[config.mk]
export PLATFORM = sky130hd
export DESIGN_NAME = pipe_stage_reg
export DESIGN_NICKNAME = d
export VERILOG_FILES = /design/src/rtl/cpu_pipe_pkg.sv /design/src/rtl/pipe_skid_slot.sv /design/src/rtl/pipe_stage_reg.sv
export SDC_FILE = /design/constraint.sdc
export NUM_CORES = 1
export LEC_CHECK = 0
export ABC_AREA = 0
export CAP_MARGIN = 20
export CORE_AREA = 2 2 127 129
export DETAILED_ROUTE_END_ITERATION = 10
export DIE_AREA = 0 0 129 131
export PLACE_DENSITY = 0.84
export SLEW_MARGIN = 40
export SYNTH_ARGS = -nofsm -noshare
export SYNTH_HDL_FRONTEND = slang
export SYNTH_SLANG_ARGS = --single-unit
[constraint.sdc]
create_clock -name clk_in -period 11.25 [get_ports clk_in]
set_clock_uncertainty 0.15 [all_clocks]
set_input_delay 2.25 -clock clk_in [delete_from_list [all_inputs] [get_ports clk_in]]
set_output_delay 2.25 -clock clk_in [all_outputs]
set_load 0.01 [all_outputs]
[src/rtl/cpu_pipe_pkg.sv]
// Shared pipeline payload types, per-stage NOP constants and pipe_stage_reg defaults.
package cpu_pipe_pkg;

   localparam int PIPE_DATA_W_DEF = 150;
   localparam int PIPE_CNT_W_DEF  = 16;

   typedef enum logic [3:0] {
      INST_NOP    = 4'd0,
      INST_ALU    = 4'd1,
      INST_ALUI   = 4'd2,
      INST_LOAD   = 4'd3,
      INST_STORE  = 4'd4,
      INST_BRANCH = 4'd5,
      INST_JAL    = 4'd6,
      INST_JALR   = 4'd7,
      INST_LUI    = 4'd8,
      INST_AUIPC  = 4'd9,
      INST_SYS    = 4'd10
   } inst_type_e;

   typedef struct packed {
      logic [31:0] pc;
      logic [31:0] inst;
   } if_id_t;

   typedef struct packed {
      logic [31:0] rs1_val;
      logic [31:0] rs2_val;
      logic        rd_en;
      logic [4:0]  rd_addr;
      inst_type_e  inst_type;
      logic [31:0] imm;
      logic [31:0] pc;
      logic        loading;
   } id_ex_t;

   typedef struct packed {
      logic [31:0] alu_res;
      logic [31:0] store_val;
      logic        rd_en;
      logic [4:0]  rd_addr;
      logic        mem_rd;
      logic        mem_wr;
      logic [31:0] pc;
   } ex_mem_t;

   // IF/ID bubble carries a canonical addi x0,x0,0 so decode sees a real no-op
   localparam if_id_t IF_ID_NOP = '{pc: 32'h0, inst: 32'h0000_0013};

   localparam id_ex_t ID_EX_NOP = '{
      rs1_val:   32'h0,
      rs2_val:   32'h0,
      rd_en:     1'b0,
      rd_addr:   5'd0,
      inst_type: INST_NOP,
      imm:       32'h0,
      pc:        32'h0,
      loading:   1'b0
   };

   localparam ex_mem_t EX_MEM_NOP = '{
      alu_res:   32'h0,
      store_val: 32'h0,
      rd_en:     1'b0,
      rd_addr:   5'd0,
      mem_rd:    1'b0,
      mem_wr:    1'b0,
      pc:        32'h0
   };

   localparam int IF_ID_W  = $bits(if_id_t);
   localparam int ID_EX_W  = $bits(id_ex_t);
   localparam int EX_MEM_W = $bits(ex_mem_t);

endpackage

[src/rtl/pipe_skid_slot.sv]
// One payload+valid storage entry; clear wins over load, empty entry holds NOP_VAL.
module pipe_skid_slot
   import cpu_pipe_pkg::*;
#(
   parameter int                DATA_W  = PIPE_DATA_W_DEF,
   parameter logic [DATA_W-1:0] NOP_VAL = '0
) (
   input  logic              clk_in,
   input  logic              rst_in,
   input  logic              load,
   input  logic              clear,
   input  logic [DATA_W-1:0] d,
   output logic              valid,
   output logic [DATA_W-1:0] q
);

   always_ff @(posedge clk_in or posedge rst_in) begin
      if (rst_in) begin
         valid <= 1'b0;
         q     <= NOP_VAL;
      end else if (clear) begin
         valid <= 1'b0;
         q     <= NOP_VAL;
      end else if (load) begin
         valid <= 1'b1;
         q     <= d;
      end
   end

endmodule

[src/rtl/pipe_stage_reg.sv]
// Pipeline-stage register with valid/ready handshake, flush and bubble counter.
// Define PIPE_SKID_BUF_EN for a two-entry (main + skid) build with registered up_ready_out.
module pipe_stage_reg
   import cpu_pipe_pkg::*;
#(
   parameter int                DATA_W  = PIPE_DATA_W_DEF,
   parameter logic [DATA_W-1:0] NOP_VAL = '0,
   parameter int                CNT_W   = PIPE_CNT_W_DEF
) (
   input  logic              clk_in,
   input  logic              rst_in,
   input  logic              rdy_in,
   input  logic              flush_in,
   input  logic              up_valid_in,
   output logic              up_ready_out,
   input  logic [DATA_W-1:0] up_data_in,
   output logic              dn_valid_out,
   input  logic              dn_ready_in,
   output logic [DATA_W-1:0] dn_data_out,
   output logic [CNT_W-1:0]  bubble_cnt_out
);

   logic              main_valid;
   logic [DATA_W-1:0] main_data;
   logic              main_load;
   logic              main_clear;
   logic [DATA_W-1:0] main_d;
   logic              up_xfer;
   logic              dn_xfer;
   logic [CNT_W-1:0]  bubble_cnt;

   assign up_xfer = up_valid_in & up_ready_out;
   assign dn_xfer = rdy_in & main_valid & dn_ready_in;

`ifdef PIPE_SKID_BUF_EN
   logic              skid_valid;
   logic [DATA_W-1:0] skid_data;
   logic              skid_load;
   logic              skid_clear;

   // ready only looks at the skid flop, never at dn_ready_in
   assign up_ready_out = rdy_in & (~skid_valid | flush_in);

   always_comb begin
      main_load  = 1'b0;
      main_clear = 1'b0;
      skid_load  = 1'b0;
      skid_clear = 1'b0;
      main_d     = up_data_in;
      if (rdy_in) begin
         if (flush_in) begin
            main_clear = 1'b1;
            skid_clear = 1'b1;
         end else if (skid_valid) begin
            if (dn_xfer) begin
               main_load  = 1'b1;
               main_d     = skid_data;
               skid_clear = 1'b1;
            end
         end else if (up_xfer) begin
            if (!main_valid || dn_xfer)
               main_load = 1'b1;
            else
               skid_load = 1'b1;
         end else if (dn_xfer) begin
            main_clear = 1'b1;
         end
      end
   end

   pipe_skid_slot #(
      .DATA_W  (DATA_W),
      .NOP_VAL (NOP_VAL)
   ) u_skid (
      .clk_in (clk_in),
      .rst_in (rst_in),
      .load   (skid_load),
      .clear  (skid_clear),
      .d      (up_data_in),
      .valid  (skid_valid),
      .q      (skid_data)
   );
`else
   assign up_ready_out = rdy_in & (~main_valid | dn_ready_in | flush_in);

   always_comb begin
      main_load  = 1'b0;
      main_clear = 1'b0;
      main_d     = up_data_in;
      if (rdy_in) begin
         if (flush_in)
            main_clear = 1'b1;
         else if (up_xfer)
            main_load = 1'b1;
         else if (dn_xfer)
            main_clear = 1'b1;
      end
   end
`endif

   pipe_skid_slot #(
      .DATA_W  (DATA_W),
      .NOP_VAL (NOP_VAL)
   ) u_main (
      .clk_in (clk_in),
      .rst_in (rst_in),
      .load   (main_load),
      .clear  (main_clear),
      .d      (main_d),
      .valid  (main_valid),
      .q      (main_data)
   );

   // flush does not clear the counter; it tracks lost throughput across squashes too
   always_ff @(posedge clk_in or posedge rst_in) begin
      if (rst_in)
         bubble_cnt <= '0;
      else if (rdy_in && !main_valid && (bubble_cnt != '1))
         bubble_cnt <= bubble_cnt + CNT_W'(1);
   end

   assign dn_valid_out   = main_valid;
   assign dn_data_out    = main_data;
   assign bubble_cnt_out = bubble_cnt;

endmodule

==> results.toml <==
[run_status]
status = "complete, no violations"

[sta]
rsz0062_at_grt = "no"
finalSetupViolations = 0
period_minus_slack_ps = 5980
setup_ws_ps = 5270
worst_slew_pin_slew_ps = 846
max_slew_margin = 0.436
finalHoldViolCount = 0
setup_tns_ps = 0
post-route-period-util = 0.532
fmax_mhz = 167
maxSlewViolCount = 0

[detailed_routing]
post-route-drc-count = 0
ant_nets = 0
via_per_inst = 5.18
num_vias = 4961
wirelength_um = 18600
first_pass_iters = 4
wl_per_cell_um = 19.5
drt-initial-drc-count = 235

[clocking]
cts_sinks = 167
cts-root-to-sink-buffers = 2
path_clk_slew_ps = 60
cts_resized = 0
numCtsBuffers = 17
htree_levels = 4
ctsHoldBuffers = 0
cts_setup_buffers = 0
clk_latency_ps = 420
cts_tree = "built"
root_buffer = "clkbuf_16"

[setup_path]
crit_top_cell = "clkdlybuf4s50_1"
cp_max_fo = 6
critPathMaxStageDelay_ps = 610
path_cells = "clkdlybuf4s50_1, o21a_1, clkdlybuf4s50_1"
worstPathArrival_ps = 3580
startpoint_type = "primary input"
critPathCaptureType = "output pin"
cp.required_ps = 8850
slowest_stage = "clkdlybuf4s50_1"
critPathKind = "in2out"

[place]
hpwlAfterDp_um = 13000
dp_slack_ps = 5270
globalplace.congestion = 0.802
dp.cells = 925
io_buffers = 323

[global_route]
grt_pass1_wl_um = 27500
first_global_vias = 5082
antenna_found_initial = 0
grt_max_degree = 88
grt_busiest_layer = "met2"
use_met2 = 0.364
grt_util_met3 = 0.0599
grt_usage = 0.214
grt-ovfl-total = 0
met1_usage = 0.258

[synthesis]
ys_types = 32
syn_area_per_cell_um2 = 14.9
synth_mux_area_frac = 0.00243
synthCells = 416
synth.cell_area_mm2 = 0.00618
yosys_warnings = 0
ys_ff_latch = 167
synthSimpleGateAreaFrac = 0.0405
synth_top_family_by_area = "compound AO/OA/AOI/OAI gates"
synth.net_count = 573
seq_area_frac_synth = 0.676
synth_xor_area_frac = 0.0213
synth_compound_area_frac = 0.219
synthAdderAreaFrac = 0.00202

[die]
core_region_area_mm2 = 0.0156
die_h_um = 131
std_cell_rows = 46
start_util = 0.396
dieArea_mm2 = 0.0169
ioPinCount = 324
die_x_um = 129

[final_layout]
n_antenna_cell = 0
final_util = 0.649
drive_above_1_share = 0.0620
instances_no_fill = 958
layout_common_cells = "323 x clkdlybuf4s50_1, 167 x dfrtp_1, 150 x a22o_1, 17 x clkbuf_16, 10 x xor2_1"
regArea_mm2 = 0.00418
fillCellCount = 1138
multi_input_area_mm2 = 0.00178
area_growth_pct = 63.8
nets = 886
layout_commonest_cell = "clkdlybuf4s50_1"

[pwr]
peakVddDrop_mv = 0.0948
leakagePower_uw = 0.00446
power_density_mw_per_mm2 = 159
finalPower_uw = 1600

[hold_path]
hold_class = "reg2reg"

[run]
drv_cap = 0
sequential cells by signal, summed over array words and instances (netlist names):
register,cells
bubble_cnt_out,16
u_main.q,150
u_main.valid,1
where the power goes:
group | internal (µW) | switching, µW | leakage, µW
registers | 658 | 54.5 | 0.00223
logic | 193 | 128 | 0.00195
clock network | 323 | 248 | 0.000281
stage by stage:
stage	cell area, µm²	hold WS, ps
2_1_floorplan	6180	383
3_3_place_gp	9510	332
3_5_place_dp	9510	332
4_1_cts	10100	353
5_1_grt	10100	363
6_report	10100	350
synth_stat cells, drive strengths merged:
| library cell | instances | share of area |
|---|---|---|
| a211oi | 1 | 0.0012 |
| a21boi | 1 | 0.0012 |
| a22o | 150 | 0.21 |
| and3 | 1 | 0.0010 |
| and3b | 1 | 0.0014 |
| and4 | 1 | 0.0014 |
| buf | 23 | 0.030 |
| clkbuf | 11 | 0.0067 |
| dfrtp | 167 | 0.68 |
| ha | 1 | 0.0020 |
| inv | 3 | 0.0018 |
| mux2 | 1 | 0.0024 |
| nand2 | 5 | 0.0030 |
| nand2b | 2 | 0.0020 |
| nand3 | 8 | 0.0073 |
| nand4 | 5 | 0.0075 |
| nor2 | 3 | 0.0022 |
| nor2b | 1 | 0.0010 |
| nor3 | 5 | 0.0040 |
| nor4 | 5 | 0.0075 |
| o21a | 2 | 0.0024 |
| o21ai | 1 | 0.00081 |
| o22ai | 1 | 0.0010 |
| or2 | 1 | 0.0010 |
| or3 | 1 | 0.0010 |
| xnor2 | 5 | 0.0071 |
| xor2 | 10 | 0.014 |
cell families (layout without fill, tap and decap cells):
kind of cell,count (synthesis),after routing
AOI/OAI and AO/OA,156,156
DFF,167,167
adders and majority gates,1,1
buffers and inverters,37,363
and+or+nand+nor,39,39
muxes,1,1
xor gates and xnor gates,15,15
final timing paths:
check                         startpoint                end  slack [ps]  cells past startpoint
max reg2reg                 u_main.valid      u_main.q[126]        8500                      6
max in group asynchronous         rst_in  bubble_cnt_out[4]        7630                      3
min in group asynchronous         rst_in       u_main.q[12]        2170                      2
min reg2reg                u_main.q[149]      u_main.q[149]         350                      1
min                        u_main.q[149]      u_main.q[149]         350                      1
max                               rdy_in       up_ready_out        5270                      3
routing by layer:
metal	part of all wire	wire length, µm
met1	0.39	7340
met4	0.029	548
met2	0.51	9420
met3	0.071	1330
met5	0	0
final cells by class:
class,count,share of cell area
clock inverters,13,0.0135
multi-input cells,212,0.176
repair buffers,328,0.325
inverters,3,0.00185
flip-flops and latches,167,0.413
clock buffers,19,0.0447
well taps,216,0.0267
critical path, delay by kind of cell:
| family | cells | cell delay [ps] |
|---|---|---|
| AO/OA/AOI/OAI | 1 | 190 |
| buffers and inverters | 2 | 1150 |
(Power assumes the default switching activity.)
